<file path="src/rtl/fc_dma_reader.sv">
// Burst reader for the FC stage: issues sequential single-word reads and streams
// each returned word with its burst index, then pulses DMA_ready once.
module fc_dma_reader #(
  parameter int MEM_ADDRESS_WIDTH = 10,
  parameter int LAYER_SZ          = 7,
  parameter int DATA_WIDTH        = 16
) (
  input  logic                         clk,
  input  logic                         rst,
  input  logic                         clk_en,
  input  logic                         DMA_read,
  input  logic [MEM_ADDRESS_WIDTH-1:0] DMA_address,
  input  logic [LAYER_SZ-1:0]          DMA_count,
  output logic                         DMA_ready,
  output logic                         busy,
  output logic                         mem_rd,
  output logic [MEM_ADDRESS_WIDTH-1:0] mem_addr,
  input  logic [DATA_WIDTH-1:0]        mem_rdata,
  output logic                         out_valid,
  output logic [DATA_WIDTH-1:0]        out_data,
  output logic [LAYER_SZ-1:0]          out_index
);

  typedef enum logic [1:0] {IDLE, READ, DRAIN, DONE} state_t;

  state_t                         state;
  logic [MEM_ADDRESS_WIDTH-1:0]   base;
  logic [LAYER_SZ-1:0]            count;
  logic [LAYER_SZ-1:0]            issued;
  logic [LAYER_SZ-1:0]            rd_index;

  // The memory registers its read data on the edge after mem_rd, so the word
  // is on mem_rdata during the out_valid cycle; mask it so idle/reset shows 0.
  assign out_data = out_valid ? mem_rdata : '0;

  always_ff @(posedge clk) begin
    if (!rst) begin
      state     <= IDLE;
      base      <= '0;
      count     <= '0;
      issued    <= '0;
      rd_index  <= '0;
      DMA_ready <= 1'b0;
      busy      <= 1'b0;
      mem_rd    <= 1'b0;
      mem_addr  <= '0;
      out_valid <= 1'b0;
      out_index <= '0;
    end else if (clk_en) begin
      out_valid <= mem_rd;
      if (mem_rd) begin
        out_index <= rd_index;
      end

      case (state)
        IDLE, DONE: begin
          DMA_ready <= 1'b0;
          if (DMA_read) begin
            base   <= DMA_address;
            count  <= DMA_count;
            issued <= '0;
            busy   <= 1'b1;
            // An empty burst skips straight to the completion wait.
            state  <= (DMA_count == '0) ? DRAIN : READ;
          end else begin
            state <= IDLE;
          end
        end

        READ: begin
          mem_rd   <= 1'b1;
          mem_addr <= base + MEM_ADDRESS_WIDTH'(issued);
          rd_index <= issued;
          issued   <= issued + LAYER_SZ'(1);
          if (issued == count - LAYER_SZ'(1)) begin
            state <= DRAIN;
          end
        end

        DRAIN: begin
          mem_rd <= 1'b0;
          // Complete once no read is outstanding: the last word is on the bus now.
          if (!mem_rd) begin
            state     <= DONE;
            busy      <= 1'b0;
            DMA_ready <= 1'b1;
          end
        end

        default: state <= IDLE;
      endcase
    end
  end

endmodule

</file>
<file path="config.mk">
export PLATFORM = sky130hd
export DESIGN_NAME = fc_dma_reader
export DESIGN_NICKNAME = d
export VERILOG_FILES = /design/src/rtl/fc_dma_reader.sv
export SDC_FILE = /design/constraint.sdc
export NUM_CORES = 1
export LEC_CHECK = 0
export BUFFER_PORTS_ARGS = -buffer_cell sky130_fd_sc_hd__buf_2
export CAP_MARGIN = 20
export CORE_MARGIN = 2
export CORE_UTILIZATION = 50
export DETAILED_ROUTE_END_ITERATION = 16
export GPL_ROUTABILITY_DRIVEN = 0
export GPL_TIMING_DRIVEN = 1
export PLACE_DENSITY = 0.75
export SLEW_MARGIN = 20
export SYNTH_ARGS = -nofsm -noshare
export SYNTH_HDL_FRONTEND = slang
export SYNTH_SLANG_ARGS = --single-unit
</file>
<file path="constraint.sdc">
create_clock -name clk -period 3.6 [get_ports clk]
set_clock_uncertainty 0.1 [all_clocks]
set_input_delay 0.72 -clock clk [delete_from_list [all_inputs] [get_ports clk]]
set_output_delay 0.72 -clock clk [all_outputs]
set_load 0.01 [all_outputs]
</file>
==> results of run 1 <==
-- flip-flops by register name (all words and copies together) (netlist names) --
name	flops
state	2
count	7
issued	7
mem_rd	1
rd_index	7
mem_addr	10
DMA_ready	1
busy	1
out_valid	1
out_index	7
base	10
-- synthesized netlist by cell type (3+ instances only) --
| cell | n | area share, % |
|---|---|---|
| o21ai_0 | 13 | 2.3 |
| nor3_1 | 4 | 0.71 |
| o211a_1 | 3 | 1.1 |
| nand3b_1 | 3 | 0.80 |
| or3_1 | 3 | 0.66 |
| nor2_1 | 9 | 1.2 |
| nand4_1 | 4 | 0.89 |
| nand2_1 | 73 | 9.7 |
| a21oi_1 | 9 | 1.6 |
| xor2_1 | 10 | 3.1 |
| dfxtp_1 | 54 | 38 |
| and2_1 | 20 | 4.4 |
| nand4b_1 | 3 | 0.93 |
| ha_1 | 11 | 4.9 |
| clkbuf_1 | 12 | 1.6 |
| xnor2_1 | 6 | 1.9 |
| inv_1 | 11 | 1.5 |
| a21o_1 | 4 | 1.1 |
| a21boi_0 | 36 | 9.6 |
| a31oi_1 | 3 | 0.66 |
| nand3_1 | 15 | 2.7 |
-- through the flow --
step / worst slack [ns] / hold slack [ns] / total power, mW
6_report: 1.28 / 0.366 / 1.18
5_1_grt: 1.18 / 0.388 / 1.24
4_1_cts: 1.27 / 0.369 / 1.19
3_3_place_gp: 1.28 / 0.352 / 0.853
3_5_place_dp: 1.24 / 0.357 / 0.861
2_1_floorplan: 1.47 / 0.344 / 0.793
-- how the worst max path moves through the flow --
stage,from,end,cells after the start
finish,issued[0]$_SDFFE_PN0P_,mem_addr[8]$_SDFFE_PN0P_,8
global route,issued[0]$_SDFFE_PN0P_,mem_addr[8]$_SDFFE_PN0P_,8
CTS,issued[0]$_SDFFE_PN0P_,mem_addr[8]$_SDFFE_PN0P_,8
detailed placement,DMA_count[3],state[0]$_SDFFE_PN0P_,6
global placement,DMA_count[3],state[0]$_SDFFE_PN0P_,6
floorplan,issued[0]$_SDFFE_PN0P_,mem_addr[8]$_SDFFE_PN0P_,8
-- metal layers --
metal	up-vias	track usage [%]	share of wire (%)
li1	1298	-	-
met1	1133	25.1	45
met2	88	35.3	47
met3	10	3.98	6.5
met4	0	7.59	2.0
met5	-	0	0
-- placed cells by master (no fill, tap or decap), types with 6 or more instances in the layout --
master and instances:
nand2_1 73, buf_2 73, dfxtp_1 54, a21boi_0 36
and2_1 20, nand3_1 15, o21ai_0 13, inv_1 11
ha_1 11, xor2_1 10, nor2_1 9, a21oi_1 9
xnor2_1 6, clkbuf_8 6
-- area by class of cell --
| cell class | instances | area, sq um |
|---|---|---|
| clock buffers | 6 | 82.6 |
| fillers | 514 | 2170 |
| inverters | 11 | 41.3 |
| multi-input cells | 258 | 1620 |
| flip-flops and latches | 54 | 1080 |
| well taps | 72 | 90.1 |
| repair buffers | 76 | 388 |
-- logic make-up (layout without fill, tap and decap cells) --
logic type                 Yosys count  count (layout)
muxes                                2               2
DFF                                 54              54
xor gates and xnor gates            17              17
buffers and inverters               26              93
AOI/OAI and AO/OA                   84              84
adders and majority gates           12              12
and+or+nand+nor                    143             143
-- worst register-to-register path, delay by kind of cell (launching register included) --
family,cells,cell delay (ns)
AOI/OAI and AO/OA,4,0.69
adders and majority gates,2,0.65
DFF,1,0.39
muxes,1,0.36
and+or+nand+nor,1,0.07
-- power groups by stage --
| stage | Combinational, mW | Clock, mW | Sequential (mW) |
|---|---|---|---|
| 2_1_floorplan | 0.138 | 0 | 0.655 |
| 3_3_place_gp | 0.195 | 0 | 0.659 |
| 3_5_place_dp | 0.200 | 0 | 0.661 |
| 4_1_cts | 0.201 | 0.339 | 0.646 |
| 5_1_grt | 0.224 | 0.365 | 0.651 |
| 6_report | 0.200 | 0.332 | 0.646 |
==> results.md, run 1 <==
- WHS Path Cells: 2
- DR DRC count: 0
- Worst path bufs/invs: 0
- Reg2reg start: issued[0]$_SDFFE_PN0P_
- Initial antenna violation count: 0
- Max_cap viols: 0
- Slew Limit Fails: 0
- Crit Path Max Fanout: 7
- Simple-Gate Fraction of Synth Area: 24.4%
- Number of port buffers: 73
- Multiplexer share of the synthesized area: 0.753%
- Ys async rst share: 0%
- Worst slew margin: 48.0%
- DIE WIDTH: 79.2 um
- Hold Path End: out_index[4]$_SDFFE_PN0P_
- Critical path class: reg2reg
- CTS Buffer Depth: 2
- Adder-Cell Fraction of Synth Area: 5.58%
- Fmax: 432 MHz
- CTS clock-pin slew for the worst setup and hold paths: 0.09 ns
- Vias in the first global route: 2,198
- CP Capture Type: flop
- Total CTS buffers: 5
- Fraction of layout cells with a size suffix above 1: 22.0%
- Mapped cell area: 2820 sq um
- Clk sinks: 54
- Gr ovfl total: 0
- Slowest-stage cell, CP: fa_1
- Area Overhead vs Synth: 17.0%
- GRT Total Usage: 20.4%
- VDD IR max: 0.223 mV
- Cts hold-fix bufs: 0
- Final antenna-violating net count: 0
- DR vias/cell: 5.30
- Status: complete, no violations
- EDFF count, synth: 0
- PwrDens: 357 nW/um^2
- Post-synthesis sequential area ratio: 38.3%
- Wirelength per Cell: 13.4 um
- Post-Syn Instances: 338
- Reg-to-Reg End: mem_addr[8]$_SDFFE_PN0P_
- Pint: 0.856 mW
- Min-Delay Startpoint: out_index[4]$_SDFFE_PN0P_
- Crit path max-delay family: compound AO/OA/AOI/OAI gates
- Final wirelength: 6.37 mm
- Crit-path cells: ha_1 > fa_1 > a21o_1 > a21oi_1 > o21bai_1 > a31oi_1 > mux2_2 > nand3_1
- R2r setup slk: 1.28 ns
- Final setup viols: 0
- Synthesized Nets: 387
- Die Y: 79.2 um
- Seq pwr share: 54.8%
- H-tree levels: 2
- Num ports: 74
- TNS Setup: 0 ns
- Rows: 27
- Largest net degree at the start of global routing: 56
- Clock network fraction of total power: 28.2%
- 1st-pass router iterations: 4
- DP Area: 3220 sq um
- Avg Cell Area, Syn: 8.35 sq um
- Slew @ Worst Pin: 0.780 ns
- Final core occ: 60.4%
- Synthesis Warnings: 0
- First-pass GRT wire length: 10.2 mm
- CTS tree: built
- Switch share: 27.4%
- Diodes inserted: 0
- Post-CTS Repair Setup Buffers: 0
- CTS root buffer: clkbuf_8
- Iteration-0 DRC Markers: 127
- Psw: 0.323 mW
- Post-Synth XOR/XNOR Area: 5.76%
- Die area: 6260 sq um
- Minimum clock period: 2.32 ns
- Synth Register Bits: 54
- Critical path arrival: 2.46 ns
- Final #Nets: 455
- Clk Latency, worst-skew pair: 0.31 ns
- Final Instance Area: 3300 sq um
- CP peak stage delay: 0.41 ns
- Largest family of logic cells by synthesized area: simple AND/OR/NAND/NOR gates
- Final hold vios: 0
- Crit start category: flop
- RSZ-0062 raised after global routing: false
- Tightest Hold Check Type: reg2reg
- LEAKAGE: 1.46 nW
- Synth Area in Compound Gates: 21.0%
- Vias post-DR: 2,529
- Core area: 5470 sq um
- Synth Flop Type: dfxtp_1
- Post-synthesis cell type count: 47
- Reg2Reg Depth: 8
- Final period util: 64.3%
- Comb pwr share: 17.0%
- Post-CTS Resized: 0
- Initial Util: 51.6%
- Post-Place Cells: 471
- Data required, critical path: 3.75 ns
- Non-Filler Instances: 477
- HPWL after DPL: 4.76 mm
(Power assumes the default switching activity.)
==> run 2: changes to the inputs <==
--- a/config.mk
+++ b/config.mk
@@ -5,14 +5,15 @@
 export SDC_FILE = /design/constraint.sdc
 export NUM_CORES = 1
 export LEC_CHECK = 0
+export ABC_AREA = 1
 export BUFFER_PORTS_ARGS = -buffer_cell sky130_fd_sc_hd__buf_2
 export CAP_MARGIN = 20
 export CORE_MARGIN = 2
-export CORE_UTILIZATION = 50
+export CORE_UTILIZATION = 47
 export DETAILED_ROUTE_END_ITERATION = 16
 export GPL_ROUTABILITY_DRIVEN = 0
 export GPL_TIMING_DRIVEN = 1
-export PLACE_DENSITY = 0.75
+export PLACE_DENSITY = 0.74
 export SLEW_MARGIN = 20
 export SYNTH_ARGS = -nofsm -noshare
 export SYNTH_HDL_FRONTEND = slang
==> constraint.sdc (replaced) <==
create_clock -name clk -period 1.95 [get_ports clk]
set_clock_uncertainty 0.1 [all_clocks]
set_input_delay 0.39 -clock clk [delete_from_list [all_inputs] [get_ports clk]]
set_output_delay 0.39 -clock clk [all_outputs]
set_load 0.01 [all_outputs]
==> run 2 against run 1 <==
Combinational power rose by 100%. Critical endpoint is now issued[6]$_SDFFE_PN0P_. First-iteration DRC count fell by 6.3%. Highest routed layer unchanged. Non-clock buffer count rose by 10. Via count rose by 7.2%. Clock power rose by 94%. Critical path depth rose by 3. Count of clock-buffer cells in the layout rose by 1. Total power rose by 91%. Wire length rose by 2.0%.
==> results.md, run 2 <==
- Synth top area share: 39.1% (+0.87 points)
- Fillcell total: 551 (+7.2%)
- Max_cap viols: 0 (unchanged)
- Slew Limit Fails: 0 (unchanged)
- Total CTS buffers: 5 (unchanged)
- Diodes inserted: 0 (unchanged)
- Mapped cell area: 2760 sq um (-2.2%)
- CTS root buffer: clkbuf_8
- CTS clock-pin slew for the worst setup and hold paths: 0.09 ns (about the same)
- Commonest non-fill, non-tap cell in the layout: nand2_1
- LEAKAGE: 1.87 nW (+28%)
- Status: complete, no violations
- Worst slew margin: 64.0% (+16 points)
- Multiplexer share of the synthesized area: 0% (-0.75 points)
- Post-synthesis cell type count: 29 (-38%)
- Top cells by count, synth: 87 x nand2_1, 57 x nor2_1, 54 x dfxtp_1, 54 x inv_1, 39 x o21ai_0
- DR vias/cell: 4.90 (-7.7%)
- Final #Nets: 530 (+16%)
- EDFF count, synth: 0 (unchanged)
- DR DRC count: 0 (unchanged)
- Fmax: 554 MHz (+28%)
- Final hold vios: 0 (unchanged)
- Dpl ws: -0.0172 ns (-1.25 ns)
- Sequential cell area: 1080 sq um (+0.23%)
- Synth Register Bits: 54 (unchanged)
- Number of port buffers: 73 (unchanged)
- DIE WIDTH: 80.7 um (+1.9%)
- Die Y: 80.7 um (+1.9%)
- Crit Path Max Fanout: 5 (-2)
- Leading registers by flop count: base x10, mem_addr x10
- Area of the multi-input gates: 1450 sq um (-11%)
- Post-Syn Instances: 400 (+18%)
- Post-synthesis sequential area ratio: 39.1% (+0.87 points)
- PwrDens: 661 nW/um^2 (+85%)
- Final antenna-violating net count: 0 (unchanged)
- Final wirelength: 6.50 mm (+2.0%)
- Initial Util: 49.5% (-2.1 points)
- Area contributors post-synth: dfxtp_1 39%, nand2_1 12%, nor2_1 7.7%
- Largest family of logic cells by synthesized area: simple AND/OR/NAND/NOR gates
- Fraction of layout cells with a size suffix above 1: 23.7% (+1.7 points)
- Initial antenna violation count: 0 (unchanged)
- CTS Buffer Depth: 2 (unchanged)
- Synth Area in Compound Gates: 15.2% (-5.7 points)
- 1st-pass router iterations: 4 (unchanged)
- Num ports: 74 (unchanged)
- Leading area contributor after synthesis: dfxtp_1
- Ys async rst share: 0% (unchanged)
- Area Overhead vs Synth: 23.1%
- CP Capture Type: flop
- Avg Cell Area, Syn: 6.90 sq um (-17%)
- Critical path arrival: 1.90 ns (-0.56 ns)
- Minimum clock period: 1.81 ns (-0.511 ns)
- HPWL after DPL: 5.09 mm (+6.9%)
- Final period util: 92.6% (+28 points)
- Post-Synth XOR/XNOR Area: 2.85% (-2.9 points)
- Critical path class: reg2reg
- Synthesized Nets: 449 (+16%)
- Most frequent cells in the layout: 86 x nand2_1, 73 x buf_2, 56 x nor2_1
- Clk Latency, worst-skew pair: 0.30 ns (about the same)
- Iteration-0 DRC Markers: 119 (-6.3%)
- Clk sinks: 54 (unchanged)
- Vias post-DR: 2,712 (+7.2%)
- Data required, critical path: 2.05 ns (-1.70 ns)
- Synthesis Warnings: 0 (unchanged)
- Cts hold-fix bufs: 0 (unchanged)
- Gr ovfl total: 0 (unchanged)
- GRT Total Usage: 21.1% (+0.72 points)
- Simple-Gate Fraction of Synth Area: 27.7% (+3.3 points)
- Hold slack: 0.203 ns (-0.163 ns)
- Most numerous cell in the Yosys netlist: nand2_1
- VDD IR max: 0.455 mV (+100%)
- CTS tree: built
- Vias in the first global route: 2,442 (+11%)
- Largest net degree at the start of global routing: 23 (-59%)
- Wirelength per Cell: 11.7 um (-12%)
- Tightest Hold Check Type: in2reg
- Core area: 5570 sq um (+1.9%)
- Slew @ Worst Pin: 0.540 ns (-0.240 ns)
- H-tree levels: 2 (unchanged)
- Synth Flop Type: dfxtp_1
- Crit start category: flop
- Smallest setup slack after layout: 0.145 ns (-1.14 ns)
- Adder-Cell Fraction of Synth Area: 5.71% (+0.13 points)
- Rows: 27 (unchanged)
- Final setup viols: 0 (unchanged)
- Die area: 6500 sq um (+3.8%)
- First-pass GRT wire length: 10.8 mm (+5.7%)
## run 2: final cells by class
class / instances / share of cell area (%)
multi-input cells: 278 / 42.6
flip-flops and latches: 54 / 31.9
repair buffers: 86 / 14.0
inverters: 56 / 6.18
well taps: 72 / 2.65
clock buffers: 7 / 2.54
clock inverters: 1 / 0.147
## run 2: cell families (layout without fill, tap and decap cells)
| logic type | count (synthesis) | after routing |
|---|---|---|
| adder cells (fa/ha/maj) | 12 | 12 |
| flip-flops | 54 | 54 |
| AO/OA/AOI/OAI | 79 | 79 |
| XOR/XNOR | 9 | 9 |
| buffers and inverters | 68 | 150 |
| AND/OR/NAND/NOR | 178 | 178 |
## run 2: repair_timing
action                     CTS  global route
setup endpoints to repair    1             8
buffers inserted             0             1
gates resized for setup      1             7
pin swaps                    0             1
## run 2: per-layer routing
metal	routed length, um	share of wire [%]	up-vias	track usage [%]
li1	-	-	1424	-
met1	2900	45	1227	26.6
met2	3300	51	51	36.2
met3	190	2.9	10	3.48
met4	108	1.7	0	7.63
met5	0	0	-	0
## run 2: final timing paths
path	start	to	slack [ns]	depth (start not counted)
setup / recovery	state[0]$_SDFFE_PN0P_	issued[6]$_SDFFE_PN0P_	0.14	11
setup reg to reg	state[0]$_SDFFE_PN0P_	issued[6]$_SDFFE_PN0P_	0.14	11
hold reg to reg	DMA_ready$_SDFFE_PN0P_	DMA_ready$_SDFFE_PN0P_	0.36	2
hold / removal	DMA_address[1]	base[1]$_SDFFE_PN0P_	0.20	3
## run 2: worst max-delay path, cell delays in order, from the launching register on
cell	delay, ns
dfxtp_2	0.35
inv_1	0.07
ha_4	0.29
nand2_1	0.10
nor2_4	0.15
a21oi_4	0.07
nor3_4	0.17
nand2_2	0.10
nor2_4	0.10
nand2_1	0.07
nor2_2	0.10
nor3_2	0.05
## run 2: power breakdown
part           internal [mW]  switching [mW]
Combinational          0.166           0.233
Sequential              1.16          0.0419
Clock                  0.287           0.355
Total                   1.62           0.630
## run 2: through the flow
step	cell area, sq um	cells	utilization (%)	setup TNS (ns)	total power [mW]
after floorplan	2760	400	-	0	1.48
after detailed placement	3270	545	58.7	-0.0172	1.62
after global routing	3400	554	61.0	-0.00358	2.38
final	3400	554	61.0	0	2.25
after CTS	3360	553	60.4	0	2.26
after global placement	3270	545	58.7	0	1.61
==> run 3: changes to the inputs <==
--- a/config.mk
+++ b/config.mk
@@ -6,7 +6,7 @@
 export NUM_CORES = 1
 export LEC_CHECK = 0
 export ABC_AREA = 1
-export BUFFER_PORTS_ARGS = -buffer_cell sky130_fd_sc_hd__buf_2
+export BUFFER_PORTS_ARGS = -buffer_cell sky130_fd_sc_hd__buf_4
 export CAP_MARGIN = 20
 export CORE_MARGIN = 2
 export CORE_UTILIZATION = 47
==> run 3 against run 2 <==
Register-to-register slack got worse by 0.08 ns. Clock power rose by 16%. Sequential power barely moved. Worst hold slack barely moved. Non-clock buffer count fell by 1. Utilization rose by 3.5 points. Critical path type unchanged. Largest power group unchanged. Highest routed layer unchanged.
==> results.md, run 3 (same netlist as run 2, synthesis figures left out) <==
- Status: complete, no violations
- Vias in the first global route: 2,509 (+2.7%)
- Final setup viols: 0 (unchanged)
- Smallest setup slack after layout: 0.0682 ns (-0.0767 ns)
- M1 wire length: 2.98 mm (+2.5%)
- Diodes inserted: 0 (unchanged)
- Gr ovfl total: 0 (unchanged)
- Sequential cell area: 1080 sq um (unchanged)
- DIE WIDTH: 80.7 um (unchanged)
- VDD IR max: 0.415 mV (-8.8%)
- Crit Path Max Fanout: 5 (unchanged)
- Met2 Routed Length: 3.49 mm (+5.7%)
- WHS Path Cells: 3 (unchanged)
- DR DRC count: 0 (unchanged)
- Slew Limit Fails: 0 (unchanged)
- H-tree levels: 2 (unchanged)
- Initial antenna violation count: 0 (unchanged)
- Data required, critical path: 2.05 ns (about the same)
- Final wirelength: 6.84 mm (+5.2%)
- Number of port buffers: 73 (unchanged)
- CTS clock-pin slew for the worst setup and hold paths: 0.10 ns (about the same)
- Hold slack: 0.203 ns (-0.0000730 ns)
- Iteration-0 DRC Markers: 131 (+10%)
- CP Capture Type: flop
- Area Overhead vs Synth: 30.2%
- Minimum clock period: 1.88 ns (+0.0767 ns)
- Clk Latency, worst-skew pair: 0.31 ns (about the same)
- GRT Total Usage: 21.3% (+0.24 points)
- Reg2Reg Depth: 11 (unchanged)
- Initial Util: 49.5% (unchanged)
- Crit start category: flop
- Fillcell total: 529 (-4.0%)
- DR top layer: met4
- Final hold vios: 0 (unchanged)
- RSZ-0062 raised after global routing: true
- CTS root buffer: clkbuf_8
- Slew @ Worst Pin: 0.564 ns (+0.0243 ns)
- Core area: 5570 sq um (unchanged)
- Final period util: 96.5% (+3.9 points)
- Area of the multi-input gates: 1450 sq um (+0.17%)
- DR vias/cell: 4.92 (+0.55%)
- Fmax: 531 MHz (-4.1%)
- CTS Buffer Depth: 2 (unchanged)
- Wirelength per Cell: 12.4 um (+5.4%)
- Commonest non-fill, non-tap cell in the layout: nand2_1
- Clk sinks: 54 (unchanged)
- Die area: 6500 sq um (unchanged)
- Final antenna-violating net count: 0 (unchanged)
- Dpl ws: -0.0102 ns (+0.00703 ns)
- Worst slew margin: 62.4% (-1.6 points)
- Non-Filler Instances: 553 (-0.18%)
- Total CTS buffers: 5 (unchanged)
- CTS tree: built
- Max_cap viols: 0 (unchanged)
- LEAKAGE: 1.90 nW (+1.6%)
- Rows: 27 (unchanged)
- Power, Total: 2.39 mW (+6.5%)
- Final core occ: 64.5% (+3.5 points)
- Critical path class: reg2reg
- Leading registers by flop count: base x10, mem_addr x10
- Critical path arrival: 1.98 ns (+0.08 ns)
- Fraction of layout cells with a size suffix above 1: 23.9% (+0.26 points)
- Tightest Hold Check Type: in2reg
- DR WL met3: 302 um (+59%)
- First-pass GRT wire length: 11.0 mm (+2.4%)
- HPWL after DPL: 5.08 mm (-0.19%)
- PwrDens: 666 nW/um^2 (+0.68%)
- Vias post-DR: 2,722 (+0.37%)
- Die Y: 80.7 um (unchanged)
- Post-Place Cells: 544 (-0.18%)
- Most frequent cells in the layout: 86 x nand2_1, 84 x buf_4, 56 x nor2_1
- Final #Nets: 529 (-0.19%)
- 1st-pass router iterations: 4 (unchanged)
- Largest net degree at the start of global routing: 23 (unchanged)
- Num ports: 74 (unchanged)
## run 3: changes by cell type in the layout (fill, tap and decap cells not counted)
cell       change
buf_2         -73
buf_4         +72
bufinv_16      +1
clkbuf_1       -1
clkbuf_8       -1
clkinv_2       +1
fa_1           -1
fa_2           +1
## run 3: cell type report
type                       count  area share, %
tap                           72           2.51
clock buffer                   5           1.91
clock inverter                 3           1.11
sequential                    54           30.1
inverter                      56           5.85
multi-input combinational    278           40.4
timing repair buffer          85           18.1
## run 3: worst max-delay path, stage by stage (launching register included)
cell,delay (ns)
dfxtp_2,0.35
inv_1,0.07
ha_4,0.30
nand2_2,0.08
nor2_4,0.17
a21oi_4,0.08
nor3_4,0.21
nand2_2,0.10
nor2_4,0.11
nand2_1,0.08
nor2_2,0.10
nor3_2,0.05
## run 3: path summary, 6_finish.rpt
check / startpoint / to / slack [ns]
min: DMA_address[5] / base[5]$_SDFFE_PN0P_ / 0.20
max reg2reg: state[0]$_SDFFE_PN0P_ / issued[6]$_SDFFE_PN0P_ / 0.07
min reg2reg: base[9]$_SDFFE_PN0P_ / base[9]$_SDFFE_PN0P_ / 0.38
max: state[0]$_SDFFE_PN0P_ / issued[6]$_SDFFE_PN0P_ / 0.07
## run 3: report_power, final
group	switching, mW	total, mW	internal [mW]
clock	0.369	0.748	0.379
combinational	0.239	0.439	0.201
sequential	0.0427	1.21	1.16
total	0.651	2.39	1.74
## run 3: stage by stage
step                instance area [sq um]  setup TNS [ns]
floorplan                            2760               0
global placement                     3450               0
detailed placement                   3450         -0.0102
CTS                                  3560               0
global route                         3590         -0.0672
finish                               3590               0
## run 3: layer usage
layer / up-vias / track usage (%)
li1: 1417 / -
met1: 1243 / 26.6
met2: 53 / 38.1
met3: 9 / 3.60
met4: 0 / 5.25
met5: - / 0
## run 3: repair_timing
| action | in CTS | in global routing |
|---|---|---|
| hold buffers | 0 | 0 |
| pin swaps | 0 | 3 |
| endpoints found under the setup margin | 1 | 10 |
| endpoints found under the hold margin | 0 | 0 |
| setup buffers | 0 | 1 |
| resized for setup | 2 | 8 |
